## config.mk

```make
export PLATFORM = sky130hd
export DESIGN_NAME = cb_segmenter
export DESIGN_NICKNAME = d
export VERILOG_FILES = /design/src/rtl/cbs_pkg.sv /design/src/rtl/byte_serializer.sv /design/src/rtl/cb_segmenter.sv
export SDC_FILE = /design/constraint.sdc
export NUM_CORES = 1
export LEC_CHECK = 0
export BUFFER_PORTS_ARGS = -buffer_cell sky130_fd_sc_hd__buf_2
export CAP_MARGIN = 10
export CORE_UTILIZATION = 55
export CTS_CLUSTER_DIAMETER = 80
export DETAILED_ROUTE_END_ITERATION = 16
export PLACE_DENSITY = 0.88
export SLEW_MARGIN = 20
export SYNTH_ARGS = -nofsm -noshare
export SYNTH_HDL_FRONTEND = slang
export SYNTH_HIERARCHICAL = 1
export SYNTH_SLANG_ARGS = --single-unit
```

## constraint.sdc

```tcl
create_clock -name clock -period 5.71 [get_ports clock]
set_input_delay 1.713 -clock clock [delete_from_list [all_inputs] [get_ports clock]]
set_output_delay 1.713 -clock clock [all_outputs]
set_load 0.01 [all_outputs]
```

## src/rtl/cbs_pkg.sv

```systemverilog
// cbs_pkg: shared constants, state encoding and block sizing for cb_segmenter
package cbs_pkg;
  localparam int K_SMALL = 1056;
  localparam int K_LARGE = 6144;
  localparam int ADDR_W = 13;
  typedef enum logic [1:0] {
    IDLE    = 2'd0,
    FILL    = 2'd1,
    DATA    = 2'd2,
    PRESENT = 2'd3
  } cbs_state_e;
  function automatic logic [ADDR_W:0] cb_sizing(input logic [15:0] r, input int ks, input int kl);
    logic [15:0] k, t;
    k = r > 16'(ks) ? 16'(kl) : 16'(ks);
    t = r < k ? r : k;
    return {r > 16'(ks), ADDR_W'(k - t)};
  endfunction
endpackage

```

## src/rtl/byte_serializer.sv

```systemverilog
// byte_serializer: loads one byte and emits it MSB first, one bit per cycle, requesting the next byte on its last bit
module byte_serializer (
  input  logic       clock,
  input  logic       aclr,
  input  logic       active,
  input  logic       more,
  input  logic [7:0] in_byte,
  input  logic       in_valid,
  output logic       in_ready,
  output logic       bit_valid,
  output logic       bit_out
);
  logic [7:0] sh;
  logic [3:0] cnt;
  logic last;
  assign last = cnt == 4'd1;
  assign bit_valid = cnt != 4'd0;
  assign bit_out = sh[7];
  assign in_ready = active && (cnt == 4'd0 || (last && more));
  always_ff @(posedge clock or posedge aclr)
    if (aclr) begin
      sh <= '0;
      cnt <= '0;
    end else if (in_valid && in_ready) begin
      sh <= in_byte;
      cnt <= 4'd8;
    end else if (bit_valid) begin
      sh <= {sh[6:0], 1'b0};
      cnt <= cnt - 4'd1;
    end
endmodule

```

## src/rtl/cb_segmenter.sv

```systemverilog
// cb_segmenter: splits a transport block byte stream into filler-padded 1056/6144-bit code blocks in a double-banked bit buffer
module cb_segmenter #(
  parameter int K_SMALL = cbs_pkg::K_SMALL,
  parameter int K_LARGE = cbs_pkg::K_LARGE,
  parameter int ADDR_W = cbs_pkg::ADDR_W
) (
  input  logic              clock,
  input  logic              aclr,
  input  logic              tb_start,
  input  logic [15:0]       tb_len,
  input  logic [7:0]        in_byte,
  input  logic              in_valid,
  output logic              in_ready,
  output logic              wr_en,
  output logic [ADDR_W-1:0] wr_addr,
  output logic              wr_bit,
  output logic              wr_bank,
  output logic              cbs_ready,
  input  logic              enc_ready,
  output logic              cb_size,
  output logic [ADDR_W-1:0] cb_filler,
  output logic              cb_bank,
  output logic              busy
);
  import cbs_pkg::*;
  cbs_state_e state, nstate;
  logic [15:0] r_q, sz_src, k_full;
  logic [cbs_pkg::ADDR_W:0] sz;
  logic [ADDR_W-1:0] fill_q, addr_q, k_last, sz_f;
  logic ksel_q, bank_q, sz_k, bit_valid, bit_out, blk_end, load, hs;
  assign sz_src = state == IDLE ? tb_len : r_q;
  assign sz = cb_sizing(sz_src, K_SMALL, K_LARGE);
  assign sz_k = sz[cbs_pkg::ADDR_W];
  assign sz_f = sz[ADDR_W-1:0];
  assign k_full = ksel_q ? 16'(K_LARGE) : 16'(K_SMALL);
  assign k_last = ADDR_W'(k_full - 16'd1);
  assign hs = state == PRESENT && enc_ready;
  assign load = (state == IDLE && tb_start && tb_len != '0) || (hs && r_q != '0);
  assign blk_end = state == DATA && bit_valid && addr_q == k_last;
  byte_serializer u_ser (
    .clock    (clock),
    .aclr     (aclr),
    .active   (state == DATA),
    .more     (addr_q != k_last),
    .in_byte  (in_byte),
    .in_valid (in_valid),
    .in_ready (in_ready),
    .bit_valid(bit_valid),
    .bit_out  (bit_out)
  );
  always_comb begin
    nstate = load ? (sz_f != '0 ? FILL : DATA) :
             hs ? IDLE :
             (state == FILL && addr_q == fill_q - ADDR_W'(1)) ? DATA :
             blk_end ? PRESENT : state;
    wr_en = state == FILL || (state == DATA && bit_valid);
    wr_bit = state == DATA && bit_valid && bit_out;
  end
  always_ff @(posedge clock or posedge aclr)
    if (aclr) begin
      state <= IDLE;
      r_q <= '0;
      ksel_q <= 1'b0;
      fill_q <= '0;
      addr_q <= '0;
      bank_q <= 1'b0;
    end else begin
      state <= nstate;
      r_q <= load ? sz_src : blk_end ? r_q - (k_full - 16'(fill_q)) : r_q;
      ksel_q <= load ? sz_k : ksel_q;
      fill_q <= load ? sz_f : fill_q;
      addr_q <= blk_end ? '0 : wr_en ? addr_q + ADDR_W'(1) : addr_q;
      bank_q <= bank_q ^ hs;
    end
  assign wr_addr = addr_q;
  assign wr_bank = bank_q;
  assign cbs_ready = state == PRESENT;
  assign cb_size = cbs_ready & ksel_q;
  assign cb_filler = cbs_ready ? fill_q : '0;
  assign cb_bank = cbs_ready & bank_q;
  assign busy = state != IDLE;
endmodule

```

After elaboration in Yosys (flattened, before gate mapping)
Index checks and enable logic that the tools add are counted.

Input port bits: 29. Bits in read-only memories: 0. Word-level logic and storage cells: 70. Output and inout bits: 34. Memory bits (writable): 0. Register bits: 58. Memories: 0. Latch bits: 0.

Eq/ne operators: 7. Bitwise logic cells: 3. Multiply operators: 0. Shift-type cells: 0. Reduce and logical (&&, ||, !) cells: 25. Muxes and demuxes: 18. $add $sub $neg: 7. Divide/modulo/power cells: 0. Magnitude comparators: 2.

Operators by type and width (count): $mux 13 (6); $mux 16 (3); $reduce_bool 16->1 (2); $eq 13x13->1 (2); $sub 13x1->13 const B (2); $gt 16x11->1 const B (1); $lt 16x13->1 (1); $mux 8 (2); $sub 16x16->16 (1); $sub 13x13->14 (1); $add 13x1->13 const B (1); $ne 13x13->1 (1); $reduce_bool 13->1 (1); $sub 13x13->13 (1); $logic_and 1x1->1 (11); $mux 2 (5); $mux 4 (2); $reduce_bool 2->1 (4); $reduce_bool 4->1 (2); $eq 2x2->1 const B (2); $eq 4x1->1 const B (1); $logic_not 4->1 (1); $sub 4x1->4 const B (1); $logic_or 1x1->1 (3); other kinds (4) (5).

Logic depth before layout (Yosys ltp)
Depth after elaboration: 10. Mapped depth: 23. Gate-level depth less buffers: 21.

Hierarchy
Netlist, hierarchy kept.

Modules (own cells, without submodules): cb_segmenter (cells each 548, instances 1, area each 4506.8 um2); byte_serializer (cells each 51, instances 1, area each 695.7 um2).

Worst setup path before layout
No wires, ideal clock.

Path kind: input -> register. From: input port tb_len[13]. To: register state[1]. Cell stages on the path: 20. Library setup time: 0.066 ns. Data arrival time: 5.534 ns. Path slack: 0.110 ns. Data required time: 5.644 ns. Cell sequence: or3_1 or3_1 a21oi_1 nand2_1 inv_1 ha_1 a21o_1 nand2_1 o211a_1 buf_1 nand2_2 buf_6 a21o_1 ha_1 a21oi_1 a31o_2 o31ai_2 xnor2_1 nor4_2 a22o_1.

Longest elaborated chain between the ends: 9.

Ends and longest elaborated chain: start: declaration (line cb_segmenter.sv:10) `input logic [15:0] tb_len,`; $mux 16 * (line cb_segmenter.sv:31) `assign sz_src = state == IDLE ? tb_len : r_q;`; $gt 16x11->1 *; named net sz, one bit (line cb_segmenter.sv:28) `logic [cbs_pkg::ADDR_W:0] sz;`; $mux 13 * (line cbs_pkg.sv:14) `k = r > 16'(ks) ? 16'(kl) : 16'(ks);`; $lt 16x13->1 (line cbs_pkg.sv:15) `t = r < k ? r : k;`; $mux 13 (line cbs_pkg.sv:15); $sub 13x13->13 * (line cbs_pkg.sv:16) `return {r > 16'(ks), ADDR_W'(k - t)};`; $reduce_bool 13->1 * (line cb_segmenter.sv:52) `nstate = load ? (sz_f != '0 ? FILL : DATA) :`; $mux 2 * (2 in series) (line cb_segmenter.sv:52); end signal: assignment (line cb_segmenter.sv:68) `state <= nstate;`; end: declaration (line cb_segmenter.sv:26) `cbs_state_e state, nstate;`.

Mark *: on every way through the listed nets, which the timed path passes. The rest lies on a longest branch. A chain may end at the register's enable or synchronous reset.

Worst setup path in the final report
From: input port tb_len[15]. To: register state[1].

The elaborated chain is that of the path after synthesis.

==> results.md <==
- First-pass GRT wire length: 25,200 um
- Fin nets: 731
- Core area: 9200 um^2
- Reg2Reg Setup Slack: 870 ps
- Worst path bufs/invs: 3
- Initial DRT Pass Iterations: 5
- Clock Skew: 8.48 ps
- Die H: roughly 99 um
- Fmax: 183 MHz
- CP top delay family: simple AND/OR/NAND/NOR gates
- Area leader, netlist: dfrtp_1
- Final wirelength: 15,600 um
- Share of layout cells above drive strength 1: between 20% and 30%
- H-tree Lvls: 3
- #FFs+latches synth: 58
- CTS tree: done
- Count of unique library cells instantiated by Yosys: 78
- Crit-path slowest cell: or3_1
- Longest Clk Path Bufs: 2
- Rows: 35
- Reg-to-reg critical path endpoint: state[1]
- Critical Path RT: 5990 ps
- PortBufs: 62
- Worst Hold Class: reg2reg
- # clock sinks: a little under 60
- DR DRC count: 0
- Top cells by count, synth: dfrtp_1 (58), nor2_1 (52), nand2_1 (44)
- Clock Latency Late Sink: 350 ps
- Final min period: 5480 ps
- WL per Instance: a little under 20 um
- Placed cell count: 768
- Synth Flop Type: dfrtp_1
- Overall Global Routing Usage: roughly 32%
- WHS Path Cells: 1
- Number of buffers created by CTS: 9
- # setup viols final: 0
- Worst Setup Path Type: in2reg
- Synthesis-to-layout area growth: 14.4%
- Synth area leaders: dfrtp_1 (28%), ha_1 (7.5%), xnor2_1 (4.7%)
- Antenna viol nets, final: 0
- Synth Warn #: 6
- Die Footprint: 9850 um^2
- Largest net degree at the start of global routing: 47
- Worst Hold End: wr_bank
- Mapped Area: about 5200 um^2
- CTS root buffer: clkbuf_8
- Vias in the first global route: 5,037
- Startpoint types: input pin
- Io pins: 63
- DP HPWL: 11,600 um
- Total gr overflow: 0
- Starting DRT DRC Count: 515
- Crit path largest cell delay: between 300 and 400 ps
- Starting Density: a little under three fifths
- Mapped Nets: 660
- Final slew viol count: 0
- Critical Path Sink Type: flip-flop
- Max Cap Violations: 0
- Final non-filler cell total: just under 800
- Slew @ Worst Pin: around 1100 ps
- Seq/Total Area, Yosys: about 28%
- Vias per Instance: 6.61
- Most numerous cell in the Yosys netlist: dfrtp_1
- Initial antenna violation count: 0
- CP arrival: approximately 5800 ps
- Top-area cell type share of the netlist area: between 20% and 30%
- Worst R2R Path Depth: 22
- Core Util, Final: 64.7%
- RR Startpoint: state[1]
- Die X: 99.3 um
- RD Place Congestion: 1.08
- Worst Hold Launch: wr_bank
- Cells after Synth: between 500 and 600
- Hold Vio Cnt, Final: 0
- Max FO, Critical Path: 5
- Post-synth EDFFs: 0
- Crit-path cells: buf_2 -> or3_1 -> or3_1 -> a21oi_2 -> nand2_1 -> inv_2 -> ha_1 -> a21o_1 -> nand2_1 -> o211ai_1 -> nor2_2 -> nor2_1 -> a21oi_2 -> ha_2 -> a21oi_1 -> a31o_2 -> buf_4 -> o32ai_4 -> nand4_1 -> nor4_4 -> a22o_1
- Worst-path clk slew: 60 ps
- FFs w/ async S/R, synth: 100%
- Final period utilization: 95.9%
- Mean post-synth cell area: roughly 8.7 um^2
- Vias: 5,193
- Slew margin rel.: 27.2%
- Status: completed
- Antenna cells: 0
## cell usage in the layout (no fill, tap or decap), drive strengths merged, types with 4 or more instances in the layout
cell | synthesis | final
o31ai | 7 | 7
nand3 | 12 | 12
nor4 | 8 | 8
xor2 | 23 | 23
nor2b | 9 | 9
ha | 31 | 31
dfrtp | 58 | 58
and3 | 22 | 22
or2 | 4 | 4
a31oi | 7 | 7
and2 | 9 | 9
xnor2 | 28 | 28
nand2 | 45 | 45
or4 | 4 | 4
mux2 | 22 | 22
a21oi | 39 | 39
nand4 | 13 | 13
nor3 | 21 | 21
mux2i | 14 | 14
a31o | 4 | 4
a22oi | 7 | 7
buf | 9 | 86
nor2 | 54 | 54
inv | 26 | 26
a21o | 10 | 10
o211ai | 7 | 7
o221ai | 5 | 5
clkbuf | 17 | 12
or3 | 8 | 8
o21ai | 26 | 26
o21bai | 4 | 4
## worst max-delay path by stage
stage	start	end	slack, ps	cells past startpoint
5_1_grt	tb_len[15]	state[1]	-20	21
4_1_cts	tb_len[13]	state[1]	190	19
3_3_place_gp	tb_len[13]	state[1]	50	19
3_5_place_dp	tb_len[13]	state[0]	-160	19
6_report	tb_len[15]	state[1]	230	21
2_1_floorplan	tb_len[13]	state[1]	110	20
## registers in the layout, summed over array words and instances, names as in the netlist
signal	flops
u_ser/sh	8
r_q	16
wr_bank	1
state	2
fill_q	13
ksel_q	1
wr_addr	13
u_ser/cnt	4
## metrics by stage
stage	instance area, um^2	hold slack (ps)	setup slack (ps)	TNS [ps]
detailed placement	5700	482	-155	-325
finish	5950	491	232	0
global placement	5700	480	46.5	0
floorplan	5200	498	110	0
global route	5950	514	-17.5	-17.5
CTS	5900	490	195	0
## cell families (layout without fill, tap and decap cells)
kind of cell             count (synthesis)  in the layout  share of synthesized area [%]
adder cells (fa/ha/maj)                 32             32                           7.84
buffers and inverters                   52            128                           4.33
XOR/XNOR                                51             51                           8.59
flip-flops                              58             58                           27.9
AO/OA/AOI/OAI                          149            149                           20.4
multiplexers                            36             36                           8.56
AND/OR/NAND/NOR                        221            221                           22.4
## repair_timing
item	CTS	global route
setup buffers	0	1
gates resized for setup	0	8
endpoints found under the setup margin	0	3
hold buffers	0	0
## area by class of cell
class | instances | area (um^2)
timing repair buffer | 86 | 494
clock buffer | 12 | 155
fill | 731 | 3240
sequential | 58 | 1450
multi-input combinational | 489 | 3560
tap | 111 | 139
clock inverter | 4 | 50.0
inverter | 26 | 105
## layer usage
metal	GRT usage, %	part of all wire (%)	up-vias
met5	0	0	-
met4	13.9	3.1	0
met3	4.71	8.0	43
met2	54.6	48	294
met1	41.6	41	2510
li1	-	-	2346
Power is not shown: default switching activity piles up to over one toggle a cycle in this logic, so the estimate is an artifact.
